[src/rtl/bus_pkg.sv]
// bus_pkg: shared-bus header layout, node IDs, packet types and transmit state encoding.
package bus_pkg;
  localparam int HDR_TYPE_LSB = 6;
  localparam int HDR_SRC_LSB = 4;
  localparam int HDR_DST_LSB = 2;
  localparam logic [1:0] NODE_CPU = 2'd0;
  localparam logic [1:0] NODE_CRYPTO = 2'd1;
  localparam logic [1:0] NODE_DMA = 2'd2;
  localparam logic [1:0] NODE_IO = 2'd3;
  localparam logic [1:0] PKT_DATA = 2'd0;
  localparam logic [1:0] PKT_KEY = 2'd1;
  localparam logic [1:0] PKT_CIPHER = 2'd2;
  localparam logic [1:0] PKT_CTRL = 2'd3;
  typedef enum logic [2:0] {
    ST_IDLE, ST_WAIT, ST_REQ, ST_HDR, ST_PAY, ST_CKSUM, ST_DONE, ST_FLUSH
  } tx_state_t;
  function automatic logic [7:0] make_header(input logic [1:0] typ, input logic [1:0] src,
                                             input logic [1:0] dst);
    logic [7:0] h;
    h = 8'h00;
    h[HDR_TYPE_LSB +: 2] = typ;
    h[HDR_SRC_LSB +: 2] = src;
    h[HDR_DST_LSB +: 2] = dst;
    return h;
  endfunction
endpackage

[src/rtl/tx_fifo.sv]
// tx_fifo: synchronous first-word fall-through byte FIFO with occupancy count.
module tx_fifo #(
  parameter int DEPTH = 16
) (
  input  logic                     clk,
  input  logic                     rst_n,
  input  logic                     push,
  input  logic [7:0]               din,
  input  logic                     pop,
  output logic [7:0]               dout,
  output logic [$clog2(DEPTH):0]   count,
  output logic                     full
);
  localparam int AW = $clog2(DEPTH);
  logic [7:0] mem [DEPTH];
  logic [AW-1:0] wr_ptr, rd_ptr;
  logic do_push, do_pop;
  assign do_pop = pop && count != '0;
  // A pop frees the slot, so a push alongside it is safe even when full.
  assign do_push = push && (!full || do_pop);
  assign full = count == (AW+1)'(DEPTH);
  assign dout = mem[rd_ptr];
  always_ff @(posedge clk or negedge rst_n)
    if (!rst_n) begin
      wr_ptr <= '0;
      rd_ptr <= '0;
      count <= '0;
    end else begin
      if (do_push) wr_ptr <= wr_ptr + 1'b1;
      if (do_pop) rd_ptr <= rd_ptr + 1'b1;
      count <= count + (AW+1)'(do_push) - (AW+1)'(do_pop);
    end
  always_ff @(posedge clk)
    if (do_push) mem[wr_ptr] <= din;
endmodule

[src/rtl/tx_packetizer.sv]
// tx_packetizer: buffers payload, then frames and streams header + payload onto the shared bus.
// Define TX_CHECKSUM_EN to append an XOR checksum byte (header ^ payload) carrying ack.
module tx_packetizer
  import bus_pkg::*;
#(
  parameter int DEPTH = 16,
  parameter int MAX_LEN = 16
) (
  input  logic       clk,
  input  logic       rst_n,
  input  logic [1:0] source_id,
  input  logic       req_valid,
  output logic       req_ready,
  input  logic [1:0] req_type,
  input  logic [1:0] req_dest,
  input  logic [5:0] req_len,
  input  logic       pay_valid,
  input  logic [7:0] pay_data,
  output logic       pay_ready,
  output logic       bus_req,
  input  logic       bus_grant,
  output logic       send_valid,
  output logic [7:0] send_data,
  input  logic       send_ready,
  output logic       ack,
  output logic       busy,
  output logic       err_pulse
);
`ifdef TX_CHECKSUM_EN
  localparam bit CKS_EN = 1'b1;
`else
  localparam bit CKS_EN = 1'b0;
`endif
  localparam int CW = $clog2(DEPTH) + 1;
  tx_state_t state_q, state_d;
  logic [1:0] type_q, dest_q;
  logic [5:0] len_q, rem_q;
  logic [7:0] cks_q, header, fifo_dout;
  logic [CW-1:0] fifo_count;
  logic fifo_full, push, pop, accept, illegal, xfer, err_d;
  assign pay_ready = !fifo_full;
  assign push = pay_valid && pay_ready;
  assign accept = req_valid && req_ready;
  assign illegal = req_len == 6'd0 || 32'(req_len) > MAX_LEN;
  assign xfer = send_valid && send_ready;
  assign header = make_header(type_q, source_id, dest_q);
  assign send_data = state_q == ST_HDR ? header :
                     state_q == ST_PAY ? fifo_dout :
                     state_q == ST_CKSUM ? cks_q : 8'h00;
  assign ack = (state_q == ST_PAY && rem_q == 6'd1 && !CKS_EN) || state_q == ST_CKSUM;
  tx_fifo #(.DEPTH(DEPTH)) u_fifo (
    .clk   (clk),
    .rst_n (rst_n),
    .push  (push),
    .din   (pay_data),
    .pop   (pop),
    .dout  (fifo_dout),
    .count (fifo_count),
    .full  (fifo_full)
  );
  always_comb begin
    state_d = state_q;
    pop = 1'b0;
    err_d = 1'b0;
    case (state_q)
      ST_IDLE: if (accept) begin
        state_d = illegal ? ST_IDLE : ST_WAIT;
        err_d = illegal;
      end
      // Counting the byte being written this cycle lets bus_req rise one cycle after the last write.
      ST_WAIT: if (32'(fifo_count) + 32'(push) >= 32'(len_q)) state_d = ST_REQ;
      ST_REQ: if (bus_grant) state_d = ST_HDR;
      ST_HDR: begin
        state_d = !bus_grant ? ST_FLUSH : xfer ? ST_PAY : ST_HDR;
        err_d = !bus_grant;
      end
      ST_PAY: begin
        pop = xfer;
        err_d = !bus_grant;
        if (!bus_grant) state_d = ST_FLUSH;
        else if (xfer && rem_q == 6'd1) state_d = CKS_EN ? ST_CKSUM : ST_DONE;
      end
      ST_CKSUM: begin
        state_d = !bus_grant ? ST_FLUSH : xfer ? ST_DONE : ST_CKSUM;
        err_d = !bus_grant;
      end
      ST_DONE: state_d = ST_IDLE;
      ST_FLUSH: begin
        pop = rem_q != 6'd0;
        if (rem_q <= 6'd1) state_d = ST_IDLE;
      end
      default: state_d = ST_IDLE;
    endcase
  end
  always_ff @(posedge clk or negedge rst_n)
    if (!rst_n) begin
      state_q <= ST_IDLE;
      req_ready <= 1'b0;
      bus_req <= 1'b0;
      send_valid <= 1'b0;
      busy <= 1'b0;
      err_pulse <= 1'b0;
      type_q <= 2'd0;
      dest_q <= 2'd0;
      len_q <= 6'd0;
      rem_q <= 6'd0;
      cks_q <= 8'h00;
    end else begin
      state_q <= state_d;
      req_ready <= state_d == ST_IDLE;
      bus_req <= state_d inside {ST_REQ, ST_HDR, ST_PAY, ST_CKSUM};
      send_valid <= state_d inside {ST_HDR, ST_PAY, ST_CKSUM};
      busy <= state_d != ST_IDLE;
      err_pulse <= err_d;
      if (accept) begin
        type_q <= req_type;
        dest_q <= req_dest;
        len_q <= req_len;
        rem_q <= req_len;
      end else if (pop) rem_q <= rem_q - 6'd1;
      if (xfer) cks_q <= state_q == ST_HDR ? header : cks_q ^ fifo_dout;
    end
endmodule

[config.mk]
export PLATFORM = sky130hd
export DESIGN_NAME = tx_packetizer
export DESIGN_NICKNAME = d
export VERILOG_FILES = /design/src/rtl/bus_pkg.sv /design/src/rtl/tx_fifo.sv /design/src/rtl/tx_packetizer.sv
export SDC_FILE = /design/constraint.sdc
export NUM_CORES = 1
export LEC_CHECK = 0
export BUFFER_PORTS_ARGS = -buffer_cell sky130_fd_sc_hd__buf_2
export CAP_MARGIN = 20
export CORE_MARGIN = 8
export CORE_UTILIZATION = 60
export DETAILED_ROUTE_END_ITERATION = 10
export PLACE_DENSITY_LB_ADDON = 0.3
export SYNTH_ARGS = -nofsm -noshare
export SYNTH_HDL_FRONTEND = slang
export SYNTH_SLANG_ARGS = --single-unit
export TNS_END_PERCENT = 30
[constraint.sdc]
create_clock -name clk -period 3.2 [get_ports clk]
set_input_delay 0.16 -clock clk [delete_from_list [all_inputs] [get_ports clk]]
set_output_delay 0.16 -clock clk [all_outputs]
set_load 0.1 [all_outputs]
# Yosys cells after proc, flatten, opt, wreduce, memory -nomap -nowiden
# Memory sizes are Yosys's and may differ from the RTL's.
# Index checks and enable logic that the tools add are counted.
# totals
reg_bits,45
latchBits,0
mem_bits_rw,128
mem_bits_ro,0
inputBits,26
word_cells,83
n_memories,1
# classes
add_sub_neg,6
n_mul,0
n_div,0
n_lt_le_gt_ge,3
eq_ne,13
shift,0
n_mux,23
n_bitwise,1
reduce_logical,22
# memory_table
memory,depth,width,rd,rd_clocked_by_memory_dff,write_ports,line_no,text
u_fifo.mem,16,8,1,0,1,tx_fifo.sv:15,logic [7:0] mem [DEPTH];
# ops
operator,n
8-bit 2-to-1 mux,4
3-bit 2-to-1 mux,8
3-bit case mux with 8 select lines,1
3-bit equality test (second input constant),6
3-bit by 2-bit equality test with 1-bit output (second input constant),4
6-bit 2-to-1 mux,2
4-bit by 1-bit adder with 4-bit output (second input constant),2
8-bit bitwise XOR,1
1-bit logical AND,7
5-bit by 1-bit adder with 6-bit output,1
6-bit by 1-bit equality test with 1-bit output (second input constant),1
6-bit greater-or-equal comparator,1
6-bit by 5-bit greater-than comparator with 1-bit output (second input constant),1
6-bit by 1-bit <= comparator with 1-bit output (second input constant),1
3-bit logical NOT,2
6-bit logical NOT,1
3-bit nonzero test,2
6-bit nonzero test,1
6-bit by 1-bit subtractor with 6-bit output (second input constant),1
5-bit by 1-bit adder with 5-bit output,1
5-bit equality test (second input constant),1
5-bit nonzero test,1
5-bit by 1-bit subtractor with 5-bit output,1
1-bit 2-to-1 mux,4
8 further kinds,13

# Longest topological paths before layout
# logic_depth
word_depth,9
depth_mapped,15
ltp_nobuf,14

# By module
# Synthesis repeated with hierarchy kept, for this count alone.
# hier_totals
hier_cells,559
hier_area_um2,7798.7
# modules_own_cells
module,n_inst,cells_each,area_each_um2,seq_area_each_um2
tx_fifo,1,320,5759.3,4169.0
tx_packetizer,1,239,2039.5,800.8

# Worst setup path before layout
# OpenSTA, ideal clock, no wires.
# synth_path
kind,register to register
from,register u_fifo.count[2]
to,register bus_req
setup_time_ns,0.125
t_arrival_ns,3.792
required_time_ns,3.075
path_slack_ns,-0.717
stages_incl_launch_ff,15
path_buffers,1
period_less_slack_ns,3.917
cell_sequence,dfrtp_1 inv_1 ha_1 nand3_1 and2_1 clkbuf_1 ha_1 ha_1 xor2_1 ha_1 a21o_1 a31oi_1 o21ai_0 a211o_1 xnor2_1
# synth_via
elab_chain_len,9
elab_cells_between_ends,12
# synth_lines
element,line_no,text
start: declaration,tx_fifo.sv:11,"output logic [$clog2(DEPTH):0] count,"
start signal: assignment,tx_fifo.sv:31,count <= count + (AW+1)'(do_push) - (AW+1)'(do_pop);
5-bit equality test (*),tx_fifo.sv:21,assign full = count == (AW+1)'(DEPTH);
1-bit logical NOT (*),tx_packetizer.sv:41,assign pay_ready = !fifo_full;
named net pay_ready,tx_packetizer.sv:19,"output logic pay_ready,"
1-bit logical AND (*),tx_packetizer.sv:42,assign push = pay_valid && pay_ready;
5-bit by 1-bit adder with 6-bit output (*),tx_packetizer.sv:71,ST_WAIT: if (32'(fifo_count) + 32'(push) >= 32'(len_q)) state_d = ST_REQ;
6-bit greater-or-equal comparator (*),tx_packetizer.sv:71,
3-bit 2-to-1 mux (*),tx_packetizer.sv:71,
3-bit case mux with 8 select lines (*),tx_packetizer.sv:65,case (state_q)
named net state_d[1],tx_packetizer.sv:35,"tx_state_t state_q, state_d;"
3-bit by 2-bit equality test with 1-bit output or 3-bit equality test (tied branches),tx_packetizer.sv:111,"bus_req <= state_d inside {ST_REQ, ST_HDR, ST_PAY, ST_CKSUM};"
4-bit nonzero test (*),tx_packetizer.sv:111,
end signal: assignment,tx_packetizer.sv:111,
end: declaration,tx_packetizer.sv:20,"output logic bus_req,"
# The timed path passes the listed nets; every way through them passes the cells marked *.
# A chain may end at the register's enable or synchronous reset.

# Worst setup path in the final report
# layout_path
from,register u_fifo.count[2]
to,register bus_req
# layout_via
elab_chain_len,9
elab_cells_between_ends,12
# layout_lines
element,line_no
5-bit equality test,tx_fifo.sv:21
1-bit logical NOT,tx_packetizer.sv:41
1-bit logical AND,tx_packetizer.sv:42
5-bit by 1-bit adder with 6-bit output (*),tx_packetizer.sv:71
6-bit greater-or-equal comparator (*),tx_packetizer.sv:71
3-bit 2-to-1 mux (*),tx_packetizer.sv:71
3-bit case mux with 8 select lines (*),tx_packetizer.sv:65
named net state_d[1],tx_packetizer.sv:35
3-bit by 2-bit equality test with 1-bit output or 3-bit equality test (tied branches),tx_packetizer.sv:111
4-bit nonzero test (*),tx_packetizer.sv:111
# Marked as above.

==> impl_metrics.json <==
{
  "start_util_pct": 60.5,
  "slew_worst_pin_ns": 0.898,
  "drt_pass1_iterations": 5,
  "drv_cap": 0,
  "worstHoldPathType": "primary input to flip-flop",
  "synth.yosys.warnings": 0,
  "final.period_utilization_pct": 95.3,
  "hpwlAfterDp_um": 11200,
  "globalplace.congestion": 0.853,
  "clock_path_buffers": 2,
  "critical_path_class": "flip-flop to flip-flop",
  "area_growth_pct": 14.3,
  "post_drt_via_cell_ratio": 6.17,
  "compound_gate_fraction_of_synth_area_pct": 7.55,
  "wl_um": 17200,
  "synth.top_cells.by_area": "edfxtp_1, dfrtp_1, mux4_2",
  "gate_family_responsible_for_the_most_delay_along_the_worst_path": "adder cells",
  "worst_ir_drop_vdd_v": 0.000479,
  "synth-edff-count": 128,
  "first_global_vias": 5038,
  "largest_family_of_logic_cells_by_synthesized_area": "multiplexers",
  "synth_largest_type_area_fraction_pct": 48.5,
  "nets": 667,
  "run_status": "complete, no violations",
  "regToRegSetupSlack_ns": 0.15,
  "remaining_drc_errors": 0,
  "asyncSetResetFlopFracSynth_pct": 26.0,
  "cts-root-buf": "clkbuf_16",
  "tritoncts.num_buffers": 17,
  "cp-start-kind": "flip-flop",
  "whs_path_depth": 3,
  "synthesis.area_um2": 7920,
  "cts.htree.levels": 4,
  "hold_fails_final_rpt": 0,
  "vias": 4956,
  "num_io_pins": 41,
  "seq_area_frac_synth_pct": 62.7,
  "worst_path_most_repeated_cell": "ha_1",
  "num_rows": 42,
  "grt_overflow": 0,
  "hold_path.startpoint": "req_len[4]",
  "layout_utilization_pct": 69.2,
  "grt_setup_unrepaired": "true",
  "cp_slowest_cell": "dfrtp_2",
  "grt_max_degree": 26,
  "critPathCaptureType": "flip-flop",
  "multiInputGateArea_um2": 2720,
  "crit_path_max_incr_delay_ns": 0.44,
  "synth-adder-area-share_pct": 4.04,
  "r2r_start": "u_fifo.count[2]",
  "post-synth-top-count-cell": "edfxtp_1",
  "syn_area_per_cell_um2": 14.3,
  "post_synth_most_frequent_cells": "edfxtp_1, dfrtp_1, nand2_1, nor2_1, ha_1",
  "finalClockSkew_ns": 0.00967,
  "globalRouteTotalUtil_pct": 21.4,
  "synth.mux.area_fraction_pct": 11.3,
  "global_route_wire_length_before_repair_um": 26800,
  "path_cells": "inv_1 > ha_1 > nand3_2 > and2_1 > ha_1 > ha_1 > xor2_1 > ha_1 > a21o_1 > a31oi_1 > o21ai_1 > a211o_1 > xnor2_1",
  "critical_path_required_ns": 3.50,
  "powerDensity_nw_per_um2": 987,
  "cts_setup_buffers": 0,
  "design.die.area_um2": 17100,
  "seqCellArea_um2": 4970,
  "fraction_of_final_layout_cells_with_drive_strength_greater_than_1_pct": 21.5,
  "drt-wirelength-per-cell_um": 21.4,
  "leakagePower_nw": 3.39,
  "dominantRegCellSynth": "edfxtp_1",
  "slew_violations": 0,
  "n_antenna_cell": 0,
  "clock_insertion_delay_worst_skew_ns": 0.43,
  "yosys.area.top_type": "edfxtp_1",
  "cts.sinks": 173,
  "worstPathArrival_ns": 3.35,
  "drt_iter0_markers": 428,
  "ys_seq_elements": 173,
  "antenna_violations_before_repair": 0,
  "synth.net_count": 604,
  "slew-limit-headroom_pct": 40.1,
  "crit-reg2reg-capture": "bus_req",
  "post_layout_nonfiller_instances": 803,
  "count_of_mapped_cells_out_of_synthesis": 553,
  "period_minus_slack_ns": 3.05,
  "layout.filler_cells": 838,
  "path_max_fanout": 5,
  "dieWidth_um": 131,
  "min_to": "rem_q[4]",
  "count_of_port_buffers_added_during_placement": 40,
  "setup_violations": 0,
  "fmax_ghz": 0.328,
  "length_in_cells_of_the_worst_reg_to_reg_path": 13,
  "ant_nets": 0,
  "placeableCoreArea_um2": 13100,
  "cts_tree": "yes",
  "worstPathBufferInverterCount": 1,
  "dpl.cell_count": 763,
  "die-height_um": 131,
  "path_clk_slew_ns": 0.06,
  "synthDistinctLibCells": 59,
  "area_share_of_and_or_nand_nor_cells_after_synthesis_pct": 9.21,
  "synth_xor_xnor_area_share_pct": 2.10,
  "hold_slack_ns": 0.0242
}
-- tightest hold or removal path, stage by stage --
cell and delay, ns:
buf_2 0.11, nand2_1 0.07, o21ai_0 0.07
-- placed cells by master, fill, tap and decap left out, types with 8 or more instances in the layout --
master / netlist / final
dlygate4sd3_1: 0 / 10
buf_4: 1 / 21
o21ai_1: 6 / 8
ha_1: 24 / 24
mux2_2: 11 / 11
clkbuf_16: 0 / 17
mux2_1: 9 / 9
dfrtp_1: 45 / 43
nand2_1: 39 / 39
inv_1: 22 / 22
xor2_1: 8 / 8
edfxtp_1: 128 / 128
mux4_2: 20 / 20
nor4_1: 9 / 9
o22ai_1: 12 / 12
o21ai_0: 20 / 18
and3_1: 9 / 9
xnor2_1: 11 / 11
buf_2: 7 / 40
mux2i_1: 22 / 22
nor2_1: 25 / 25
a21oi_1: 8 / 8
nor3_1: 14 / 14
-- how the worst max path moves through the flow --
stage                                start            to  slack, ns  cells after the start
after floorplan           u_fifo.rd_ptr[1]  send_data[1]      -0.42                      6
after detailed placement   u_fifo.count[2]       bus_req       0.18                     13
after CTS                  u_fifo.count[2]       bus_req       0.08                     13
after global placement     u_fifo.count[2]       bus_req       0.29                     13
after global routing       u_fifo.count[3]       bus_req      -0.03                     13
final                      u_fifo.count[2]       bus_req       0.15                     13
-- flip-flops by register name (all words and copies together), names as in the netlist, 3 cells and up --
register	flops
rem_q	6
state_q	3
len_q	6
cks_q	8
u_fifo.wr_ptr	4
u_fifo.mem	128
u_fifo.rd_ptr	4
u_fifo.count	5
-- stage by stage --
| stage | setup TNS, ns | cell area [um^2] | total power [mW] | setup slack, ns |
|---|---|---|---|---|
| after CTS | 0 | 9050 | 8.94 | 0.0795 |
| after floorplan | -1.25 | 7930 | 6.05 | -0.415 |
| after detailed placement | 0 | 8370 | 6.85 | 0.179 |
| after global placement | 0 | 8370 | 6.72 | 0.294 |
| after global routing | -0.0306 | 9050 | 9.38 | -0.0306 |
| final | 0 | 9050 | 8.94 | 0.149 |
-- where the power goes --
part / switching, mW / internal, mW / leakage, nW / total [mW]
combinational: 2.21 / 1.37 / 1.42 / 3.59
clock: 0.808 / 1.22 / 0.274 / 2.03
sequential: 0.461 / 2.86 / 1.70 / 3.32
total: 3.48 / 5.46 / 3.39 / 8.94
-- final cells by class --
class	count	area share, %
clock inverter	10	1.56
sequential	173	54.9
inverter	22	0.912
timing repair buffer	72	5.28
clock buffer	20	4.82
tap	176	2.43
multi-input combinational	330	30.1
-- routing by layer --
| layer | wire (um) | global-route usage (%) | vias to the layer above |
|---|---|---|---|
| met2 | 8680 | 36.3 | 210 |
| li1 | - | - | 2243 |
| met3 | 1220 | 4.83 | 33 |
| met1 | 6900 | 25.8 | 2470 |
| met4 | 391 | 9.59 | 0 |
| met5 | 0 | 0 | - |
-- timing repair --
| action | 4_1_cts | 5_1_grt |
|---|---|---|
| endpoints found under the setup margin | 1 | 3 |
| endpoints found under the hold margin | 32 | 0 |
| hold buffers | 10 | 0 |
| pin swaps | 0 | 1 |
| resized for setup | 1 | 3 |
| cloned | 0 | 0 |
-- logic make-up after synthesis --
logic type,count (synthesis)
buffers and inverters,50
XOR/XNOR,19
AND/OR/NAND/NOR,138
flip-flops,173
adder cells (fa/ha/maj),25
AO/OA/AOI/OAI,86
multiplexers,62
(Power assumes the default switching activity.)
